===== config.mk =====
export PLATFORM = sky130hd
export DESIGN_NAME = mem_arbiter_flat
export DESIGN_NICKNAME = d
export VERILOG_FILES = /design/src/rtl/mem_arbiter_pkg.sv /design/src/rtl/mem_arbiter_if.sv /design/src/rtl/mem_arbiter.sv /design/src/flat_wrapper.sv
export SDC_FILE = /design/constraint.sdc
export NUM_CORES = 1
export LEC_CHECK = 0
export CAP_MARGIN = 20
export CORE_AREA = 2 2 109 111
export CTS_CLUSTER_SIZE = 40
export DETAILED_ROUTE_END_ITERATION = 6
export DIE_AREA = 0 0 111 113
export SYNTH_ARGS = -nofsm -noshare
export SYNTH_HDL_FRONTEND = slang
export SYNTH_SLANG_ARGS = --single-unit

===== constraint.sdc =====
create_clock -name clk -period 2.5 [get_ports clk]
set_clock_uncertainty 0.05 [all_clocks]
set_input_delay 0.375 -clock clk [delete_from_list [all_inputs] [get_ports clk]]
set_output_delay 0.375 -clock clk [all_outputs]
set_load 0.02 [all_outputs]

===== src/rtl/mem_arbiter_pkg.sv =====
`default_nettype none
// ---------------------------------------------------------------------------
// mem_arbiter_pkg : shared widths, memory codes and owner encoding. Rev 1.0
// ---------------------------------------------------------------------------
package mem_arbiter_pkg;

  localparam int ADDR_W      = 32;
  localparam int WORD_W      = 32;
  localparam int MEM_COUNT_W = 2;
  localparam int MEM_CODE_W  = 3;

  localparam logic [MEM_COUNT_W-1:0] MEM_COUNT_NONE = 2'd0;
  localparam logic [MEM_COUNT_W-1:0] MEM_COUNT_BYTE = 2'd1;
  localparam logic [MEM_COUNT_W-1:0] MEM_COUNT_HALF = 2'd2;
  localparam logic [MEM_COUNT_W-1:0] MEM_COUNT_WORD = 2'd3;

  localparam logic [MEM_CODE_W-1:0] MEM_CODE_NONE         = 3'd0;
  localparam logic [MEM_CODE_W-1:0] MEM_CODE_READ         = 3'd1;
  localparam logic [MEM_CODE_W-1:0] MEM_CODE_WRITE        = 3'd2;
  localparam logic [MEM_CODE_W-1:0] MEM_CODE_MISALIGNED   = 3'd3;
  localparam logic [MEM_CODE_W-1:0] MEM_CODE_OUT_OF_RANGE = 3'd4;

  localparam int ARB_OWNER_W = 2;
  localparam logic [ARB_OWNER_W-1:0] ARB_OWNER_NONE = 2'd0;
  localparam logic [ARB_OWNER_W-1:0] ARB_OWNER_IF   = 2'd1;
  localparam logic [ARB_OWNER_W-1:0] ARB_OWNER_DM   = 2'd2;

  typedef logic [ADDR_W-1:0]      addr_t;
  typedef logic [WORD_W-1:0]      word_t;
  typedef logic [MEM_COUNT_W-1:0] mem_count_t;
  typedef logic [MEM_CODE_W-1:0]  mem_code_t;

  // A data request with count NONE is not a request at all.
  function automatic logic dm_req_active(input logic valid, input mem_count_t count);
    return valid && (count != MEM_COUNT_NONE);
  endfunction

endpackage
`default_nettype wire


===== src/rtl/mem_arbiter_if.sv =====
`default_nettype none
// ---------------------------------------------------------------------------
// mem_arbiter_if : IF/DM requester and memory-side bus of the arbiter. Rev 1.0
// ---------------------------------------------------------------------------
interface mem_arbiter_if;
  import mem_arbiter_pkg::*;

  logic       i_if_req_valid;
  addr_t      i_if_req_addr;
  logic       o_if_req_ready;
  logic       o_if_res_valid;
  word_t      o_if_res_data;
  mem_code_t  o_if_res_code;

  logic       i_dm_req_valid;
  addr_t      i_dm_req_addr;
  word_t      i_dm_req_wr_data;
  mem_count_t i_dm_req_count;
  logic       i_dm_req_wr_en;
  logic       o_dm_req_ready;
  logic       o_dm_res_valid;
  word_t      o_dm_res_data;
  mem_code_t  o_dm_res_code;

  addr_t      o_mem_req_addr;
  word_t      o_mem_req_wr_data;
  mem_count_t o_mem_req_count;
  logic       o_mem_req_wr_en;
  word_t      i_mem_res_rd_data;
  mem_code_t  i_mem_res_code;

  modport slave (
    input  i_if_req_valid, i_if_req_addr,
    output o_if_req_ready, o_if_res_valid, o_if_res_data, o_if_res_code,
    input  i_dm_req_valid, i_dm_req_addr, i_dm_req_wr_data, i_dm_req_count, i_dm_req_wr_en,
    output o_dm_req_ready, o_dm_res_valid, o_dm_res_data, o_dm_res_code,
    output o_mem_req_addr, o_mem_req_wr_data, o_mem_req_count, o_mem_req_wr_en,
    input  i_mem_res_rd_data, i_mem_res_code
  );

  modport master (
    output i_if_req_valid, i_if_req_addr,
    input  o_if_req_ready, o_if_res_valid, o_if_res_data, o_if_res_code,
    output i_dm_req_valid, i_dm_req_addr, i_dm_req_wr_data, i_dm_req_count, i_dm_req_wr_en,
    input  o_dm_req_ready, o_dm_res_valid, o_dm_res_data, o_dm_res_code,
    input  o_mem_req_addr, o_mem_req_wr_data, o_mem_req_count, o_mem_req_wr_en,
    output i_mem_res_rd_data, i_mem_res_code
  );

endinterface
`default_nettype wire


===== src/rtl/mem_arbiter.sv =====
`default_nettype none
// ---------------------------------------------------------------------------
// mem_arbiter : DM-over-IF memory arbiter with bounded DM streak. Rev 1.0
// ---------------------------------------------------------------------------
module mem_arbiter
  import mem_arbiter_pkg::*;
#(
  parameter int MAX_DM_STREAK = 4,
  parameter int STREAK_W      = 4
) (
  input  logic         clk,
  input  logic         aresetn,
  mem_arbiter_if.slave bus
);

  localparam logic [STREAK_W-1:0] c_max_streak = STREAK_W'(MAX_DM_STREAK);

  logic [ARB_OWNER_W-1:0] r_owner;
  logic [STREAK_W-1:0]    r_streak;

  logic                   w_if_v;
  logic                   w_dm_v;
  logic                   w_grant_if;
  logic                   w_grant_dm;
  logic [ARB_OWNER_W-1:0] w_owner_nxt;
  logic [STREAK_W-1:0]    w_streak_nxt;

  assign w_if_v = bus.i_if_req_valid;
  assign w_dm_v = dm_req_active(bus.i_dm_req_valid, bus.i_dm_req_count);

  always_ff @(posedge clk) begin
    if (!aresetn) begin
      r_owner  <= ARB_OWNER_NONE;
      r_streak <= '0;
    end else begin
      r_owner  <= w_owner_nxt;
      r_streak <= w_streak_nxt;
    end
  end

  // The streak only grows while IF is left waiting; any other cycle clears it.
  always_comb begin
    w_grant_if   = 1'b0;
    w_grant_dm   = 1'b0;
    w_owner_nxt  = ARB_OWNER_NONE;
    w_streak_nxt = '0;
    if (aresetn) begin
      if (w_if_v && (!w_dm_v || (r_streak == c_max_streak))) begin
        w_grant_if  = 1'b1;
        w_owner_nxt = ARB_OWNER_IF;
      end else if (w_dm_v) begin
        w_grant_dm  = 1'b1;
        w_owner_nxt = ARB_OWNER_DM;
        if (w_if_v) begin
          w_streak_nxt = (r_streak == c_max_streak) ? r_streak : r_streak + 1'b1;
        end
      end
    end
  end

  always_comb begin
    bus.o_if_req_ready    = w_grant_if;
    bus.o_dm_req_ready    = w_grant_dm;
    bus.o_mem_req_addr    = '0;
    bus.o_mem_req_wr_data = '0;
    bus.o_mem_req_count   = MEM_COUNT_NONE;
    bus.o_mem_req_wr_en   = 1'b0;
    if (w_grant_if) begin
      bus.o_mem_req_addr  = bus.i_if_req_addr;
      bus.o_mem_req_count = MEM_COUNT_WORD;
    end else if (w_grant_dm) begin
      bus.o_mem_req_addr    = bus.i_dm_req_addr;
      bus.o_mem_req_wr_data = bus.i_dm_req_wr_data;
      bus.o_mem_req_count   = bus.i_dm_req_count;
      bus.o_mem_req_wr_en   = bus.i_dm_req_wr_en;
    end

    // Gating with aresetn drops a response that is in flight when reset hits.
    bus.o_if_res_valid = aresetn && (r_owner == ARB_OWNER_IF);
    bus.o_dm_res_valid = aresetn && (r_owner == ARB_OWNER_DM);
    bus.o_if_res_data  = bus.o_if_res_valid ? bus.i_mem_res_rd_data : '0;
    bus.o_if_res_code  = bus.o_if_res_valid ? bus.i_mem_res_code    : MEM_CODE_NONE;
    bus.o_dm_res_data  = bus.o_dm_res_valid ? bus.i_mem_res_rd_data : '0;
    bus.o_dm_res_code  = bus.o_dm_res_valid ? bus.i_mem_res_code    : MEM_CODE_NONE;
  end

endmodule
`default_nettype wire


===== src/flat_wrapper.sv =====
// flat-port wrapper written by rule: the top's interface ports become plain ports
module mem_arbiter_flat import mem_arbiter_pkg::*;
#(
  parameter int MAX_DM_STREAK = 4,
  parameter int STREAK_W      = 4
)
  (clk, aresetn, bus_i_if_req_valid, bus_i_if_req_addr, bus_o_if_req_ready, bus_o_if_res_valid, bus_o_if_res_data, bus_o_if_res_code, bus_i_dm_req_valid, bus_i_dm_req_addr, bus_i_dm_req_wr_data, bus_i_dm_req_count, bus_i_dm_req_wr_en, bus_o_dm_req_ready, bus_o_dm_res_valid, bus_o_dm_res_data, bus_o_dm_res_code, bus_o_mem_req_addr, bus_o_mem_req_wr_data, bus_o_mem_req_count, bus_o_mem_req_wr_en, bus_i_mem_res_rd_data, bus_i_mem_res_code);
  mem_arbiter_if bus_i ();
  input  logic clk;
  input  logic aresetn;
  input wire logic [$bits(bus_i.i_if_req_valid)-1:0] bus_i_if_req_valid;
  input wire logic [$bits(bus_i.i_if_req_addr)-1:0] bus_i_if_req_addr;
  output wire logic [$bits(bus_i.o_if_req_ready)-1:0] bus_o_if_req_ready;
  output wire logic [$bits(bus_i.o_if_res_valid)-1:0] bus_o_if_res_valid;
  output wire logic [$bits(bus_i.o_if_res_data)-1:0] bus_o_if_res_data;
  output wire logic [$bits(bus_i.o_if_res_code)-1:0] bus_o_if_res_code;
  input wire logic [$bits(bus_i.i_dm_req_valid)-1:0] bus_i_dm_req_valid;
  input wire logic [$bits(bus_i.i_dm_req_addr)-1:0] bus_i_dm_req_addr;
  input wire logic [$bits(bus_i.i_dm_req_wr_data)-1:0] bus_i_dm_req_wr_data;
  input wire logic [$bits(bus_i.i_dm_req_count)-1:0] bus_i_dm_req_count;
  input wire logic [$bits(bus_i.i_dm_req_wr_en)-1:0] bus_i_dm_req_wr_en;
  output wire logic [$bits(bus_i.o_dm_req_ready)-1:0] bus_o_dm_req_ready;
  output wire logic [$bits(bus_i.o_dm_res_valid)-1:0] bus_o_dm_res_valid;
  output wire logic [$bits(bus_i.o_dm_res_data)-1:0] bus_o_dm_res_data;
  output wire logic [$bits(bus_i.o_dm_res_code)-1:0] bus_o_dm_res_code;
  output wire logic [$bits(bus_i.o_mem_req_addr)-1:0] bus_o_mem_req_addr;
  output wire logic [$bits(bus_i.o_mem_req_wr_data)-1:0] bus_o_mem_req_wr_data;
  output wire logic [$bits(bus_i.o_mem_req_count)-1:0] bus_o_mem_req_count;
  output wire logic [$bits(bus_i.o_mem_req_wr_en)-1:0] bus_o_mem_req_wr_en;
  input wire logic [$bits(bus_i.i_mem_res_rd_data)-1:0] bus_i_mem_res_rd_data;
  input wire logic [$bits(bus_i.i_mem_res_code)-1:0] bus_i_mem_res_code;
  assign bus_i.i_if_req_valid = bus_i_if_req_valid;
  assign bus_i.i_if_req_addr = bus_i_if_req_addr;
  assign bus_o_if_req_ready = bus_i.o_if_req_ready;
  assign bus_o_if_res_valid = bus_i.o_if_res_valid;
  assign bus_o_if_res_data = bus_i.o_if_res_data;
  assign bus_o_if_res_code = bus_i.o_if_res_code;
  assign bus_i.i_dm_req_valid = bus_i_dm_req_valid;
  assign bus_i.i_dm_req_addr = bus_i_dm_req_addr;
  assign bus_i.i_dm_req_wr_data = bus_i_dm_req_wr_data;
  assign bus_i.i_dm_req_count = bus_i_dm_req_count;
  assign bus_i.i_dm_req_wr_en = bus_i_dm_req_wr_en;
  assign bus_o_dm_req_ready = bus_i.o_dm_req_ready;
  assign bus_o_dm_res_valid = bus_i.o_dm_res_valid;
  assign bus_o_dm_res_data = bus_i.o_dm_res_data;
  assign bus_o_dm_res_code = bus_i.o_dm_res_code;
  assign bus_o_mem_req_addr = bus_i.o_mem_req_addr;
  assign bus_o_mem_req_wr_data = bus_i.o_mem_req_wr_data;
  assign bus_o_mem_req_count = bus_i.o_mem_req_count;
  assign bus_o_mem_req_wr_en = bus_i.o_mem_req_wr_en;
  assign bus_i.i_mem_res_rd_data = bus_i_mem_res_rd_data;
  assign bus_i.i_mem_res_code = bus_i_mem_res_code;
  mem_arbiter #(.MAX_DM_STREAK(MAX_DM_STREAK), .STREAK_W(STREAK_W)) u_core (.clk(clk), .aresetn(aresetn), .bus(bus_i));
endmodule

==> results.md <==
- Worst-path clk slew: around 30 ps
- Post-Syn Instances: approximately 260
- Yosys warnings: 0
- Max H-tree Level: 1
- Largest net degree at the start of global routing: 49
- Drt pass-1 iters: 6
- Setup Crit Path Kind: primary input to output pin
- Antenna diode count: 0
- P&R area growth vs syn: 175%
- Die Ht: 113 um
- Worst Hold Path Cells: 1
- Run status: finished clean
- Max frequency: about 410 MHz
- Fin nets: between 600 and 700
- Synthesized area per cell: 6.37 um^2
- Max Root-Sink Buffers: 2
- RSZ-0062 raised after global routing: false
- Die ar.: roughly 13,000 um^2
- Clock sinks: 6
- Synth cell types: 24
- Post-synth top area cell: and2_1
- Post-Place Setup Slack: -177 ps
- Routed length per placed instance: between 15 and 20 um
- Global-route wire length before repair: 15,900 um
- Top-area cell type share of the netlist area: a little over a quarter
- Root Buffer: clkbuf_16
- # IOs: 279
- Post-synth net total: roughly 400
- GRT Total Usage: between 10% and 20%
- Port-buffer cells: around 280
- Crit. End Element: output pin
- Core Area: approximately 11,000 um^2
- Reg2Reg Depth: 6
- CP Launch Type: primary input
- Critical Path RT: around 2100 ps
- Worst slew pin tran: around 380 ps
- Routed Antenna Nets: 0
- Number of global-route vias before repair: approximately 2.8k
- 1st-iter DRT viols: 70
- Sequential share of the synthesized area: between 7 and 8%
- Mapped Area: ~1700 um^2
- Drt drc: 0
- Num CTS Buffers: 3
- Largest fanout on the critical path: 5
- Fillers: roughly 1.2k
- Final Setup Violations: 0
- Cell row count: 39
- Ranking of synthesized cells by area: and2_1 27%, nand2_1 15%, and3_1 13%
- IR drop worst, VDD: roughly 0.19 mV
- Total wire length: approximately 11,000 um
- Min cycle time layout: 2410 ps
- GPL Wtd Cong: between 0.8 and 0.9
- Hold-fix buffer count after cts: 0
- Synth Register Bits: 6
- Maxcap violations: 0
- Power per cell area: about 220 nW/um^2
- Vias: 2,850
- Via density: 4.25
- Gr ovfl total: 0
- Final Hold Vio Count: 0
- Fin worst setup slack: 86.5 ps
- Initial antenna violation count: 0
- Final core utilization: 40.9%
- Starting density of the core: between 10% and 20%
- Worst slew margin: 74.5%
- Post-DP HPWL: 8950 um
- Proportion of layout cells with a drive suffix above 1: roughly 8.1%
- Die width: 111 um
- Leak Pwr: slightly above 2 nW
- Hold Crit Class: flop to flop
- Clk_lat worst skew: ~230 ps
- CTS tree: done
- Period utilisation layout: a little over nine tenths
- WP data arrival: 1990 ps
- Slew Limit Fails: 0
metal layers:
layer / wire [um] / global-route usage, %
met1: 4360 / 19.4
met2: 5350 / 28.9
met3: 875 / 3.59
met4: 122 / 2.75
met5: 0 / 0
cell families after synthesis:
group	count (synthesis)	share of synthesized area (%)
AOI/OAI and AO/OA	37	19.4
xor gates and xnor gates	2	1.05
adders and majority gates	2	1.49
buffers and inverters	31	11.7
DFF	6	7.17
and+or+nand+nor	185	59.2
area by class of cell:
class                   instances  area (um^2)  area share, %
well taps                     143          179           3.88
repair buffers                291         2850           61.9
inverters                       2         7.51          0.163
multi-input cells             226         1370           29.8
clock buffers                   3         75.1           1.63
flip-flops and latches          6          120           2.61
path summary, 6_finish.rpt:
kind / startpoint / to / slack, ps
setup / recovery: bus_i_dm_req_count[0] / bus_o_mem_req_count[1] / 90
hold / removal: u_core.r_streak[0] / u_core.r_streak[0] / 440
setup reg to reg: u_core.r_streak[0] / u_core.r_owner[1] / 1070
hold reg to reg: u_core.r_streak[0] / u_core.r_streak[0] / 440
synthesized netlist by cell type, drive strengths merged:
cell,instances
xnor2,2
and2,73
o21ai,3
a21oi,1
clkbuf,10
nor4,2
and3b,2
o22ai,32
nand3,3
nand2,66
buf,19
ha,2
and3,35
inv,2
nor2,4
dfxtp,6
a21o,1
state kept, by name (all words and copies together), names as in the netlist:
signal / flops
u_core.r_owner: 2
u_core.r_streak: 4
cells in the final DEF, fill, tap and decap left out:
cell type	instances
o22ai_1	20
nand3_1	3
buf_2	1
and3_1	35
nand2_1	66
xnor2_1	2
clkdlybuf4s50_1	209
buf_4	10
a21oi_4	1
nor2_2	1
clkbuf_16	3
buf_12	6
o22ai_2	12
ha_1	2
clkdlybuf4s15_1	8
a21o_4	1
inv_1	2
and2_1	73
clkbuf_2	5
and3b_4	1
nor2_1	2
nor2_4	1
dfxtp_1	6
o21ai_0	2
o21ai_4	1
and3b_1	1
nor4_1	2
dlygate4sd2_1	52
where the power goes:
part / leakage (nW) / switching, mW / internal, mW
Clock: 0.0370 / 0.0521 / 0.205
Combinational: 1.99 / 0.290 / 0.363
Sequential: 0.0489 / 0.00148 / 0.0988
timing repair:
item                       4_1_cts  5_1_grt
gates resized for setup         67       18
setup endpoints to repair       65       19
pin swaps                        0        1
buffers inserted                 0        0
cloned                           0        0
metrics by stage:
stage | cells | cell area, um^2 | total power [mW] | TNS (ps) | hold slack (ps)
after global placement | 668 | 4610 | 0.790 | -5740 | 420
final | 671 | 4610 | 1.01 | 0 | 444
after global routing | 671 | 4610 | 1.06 | 0 | 463
after CTS | 671 | 4620 | 1.02 | 0 | 441
after detailed placement | 668 | 4610 | 0.793 | -7290 | 436
after floorplan | 263 | 1680 | 0.373 | 0 | 405
worst max-delay path, stage by stage:
cell and delay (ps):
clkdlybuf4s50_1 460, o21ai_4 270, nor2_4 90, o21ai_0 150, clkdlybuf4s50_1 630
Note: power is estimated with default switching activity, not from simulation.
==> RTL change: new RTL, config.mk and constraints unchanged <==
`ADDR_W`: 32 -> 16.
--- a/src/rtl/mem_arbiter_pkg.sv
+++ b/src/rtl/mem_arbiter_pkg.sv
@@ -5,5 +5,5 @@
 package mem_arbiter_pkg;
 
-  localparam int ADDR_W      = 32;
+  localparam int ADDR_W      = 16;
   localparam int WORD_W      = 32;
   localparam int MEM_COUNT_W = 2;
Ports: changed (resized bus_i_dm_req_addr, bus_i_if_req_addr and bus_o_mem_req_addr); port bits go from 279 to 231. The function was not compared with the original's and may differ.
==> RTL change against the original RTL <==
- worst setup slack improved by 16 ps
- hold slack improved by 24 ps
- area after synthesis fell by 17%
- routed wire length fell by 30%
- utilization fell by 6.1 points
- die area did not move
- total power fell by 15%
- first-iteration DRC count fell by 8.6%
- cell area fell by 15%
- sequential cell count did not move
- critical path type is now reg -> out
==> RTL change: results (changes against the original RTL) <==
{| class="wikitable"
! Metric !! Value
|-
| Area fraction in compound gates after synthesis || 0.152 (-0.0417)
|-
| First-pass detailed-route iteration total || 4 (-2)
|-
| HPWL reported at the end of detailed placement || 6320 um (-29%)
|-
| Top fanout value on the critical path || 30 (+25)
|-
| Count of filler cells inserted in the layout || 1193 (-1.4%)
|-
| Detailed-routing wirelength on met1 || 2880 um (-34%)
|-
| Max-Slew Margin vs Limit || 0.834 (+0.0898)
|-
| Top area cells in the synthesized netlist || and2_1 (33%), and3_1 (16%), nand2_1 (9.1%)
|-
| Reported leakage power || 1.86 nW (-11%)
|-
| Grt met3 use || 0.0268 (-0.00911)
|-
| Vias per inst || 4.02 (-5.3%)
|-
| Arithmetic-cell share of the synthesized area counting full adders, half adders and majority gates || 0.0179 (+0.00300)
|-
| Type of the setup path with the least slack || reg -> out
|-
| Met1 capacity usage during global routing || 0.113 (-0.0809)
|-
| Vias in the first global route || 2207 (-21%)
|-
| Seq/Total Area, Yosys || 0.0861 (+0.0144)
|-
| Met2 wire length || 3760 um (-30%)
|-
| Status || completed
|-
| DR WL met3 || 730 um (-17%)
|-
| GRT Resource Usage Total || 0.105 (-0.0537)
|-
| Buffers added on ports || 230 (-17%)
|-
| Routing usage on met2 || 0.202 (-0.0863)
|-
| CP endpoint || bus_o_mem_req_wr_data[27]
|-
| Reg-to-reg setup timing slack || 1000 ps (-70 ps)
|-
| Fraction of layout instances using a drive strength above 1 || 0.0828 (+0.00132)
|-
| Clock network area share || 0.0192 (+0.00287)
|-
| Net count of the mapped netlist || 315 (-22%)
|-
| Maximum number of pins on one net before global-route repair || 37 (-24%)
|-
| Crit-path max cell delay || 380 ps (-250 ps)
|}
## RTL change: cell types whose count changed in the layout (fill, tap and decap cells not counted), moves of 2 or more
| cell | unedited run | this run |
|---|---|---|
| clkdlybuf4s15_1 | 8 | 20 |
| clkdlybuf4s50_1 | 209 | 152 |
| dlygate4sd2_1 | 52 | 57 |
| buf_12 | 6 | 4 |
| o22ai_1 | 20 | 6 |
| o22ai_2 | 12 | 10 |
| nand2_1 | 66 | 34 |
| clkbuf_2 | 5 | 1 |
## RTL change: metrics by stage
step	instance area [sq um]	setup TNS, ps	std cells	worst slack (ps)	util
floorplan	1400	0	207	625	-
global placement	3900	-5510	575	-98.2	0.346
detailed placement	3900	-6410	575	-139	0.346
CTS	3890	0	578	88.1	0.346
global route	3920	0	578	0.714	0.347
finish	3920	0	578	103	0.347
## RTL change: report_power, final
group / switching [W] / internal (W)
sequential: 0.00000164 / 0.0000989
combinational: 0.000217 / 0.000286
clock: 0.0000482 / 0.000205
total: 0.000267 / 0.000589
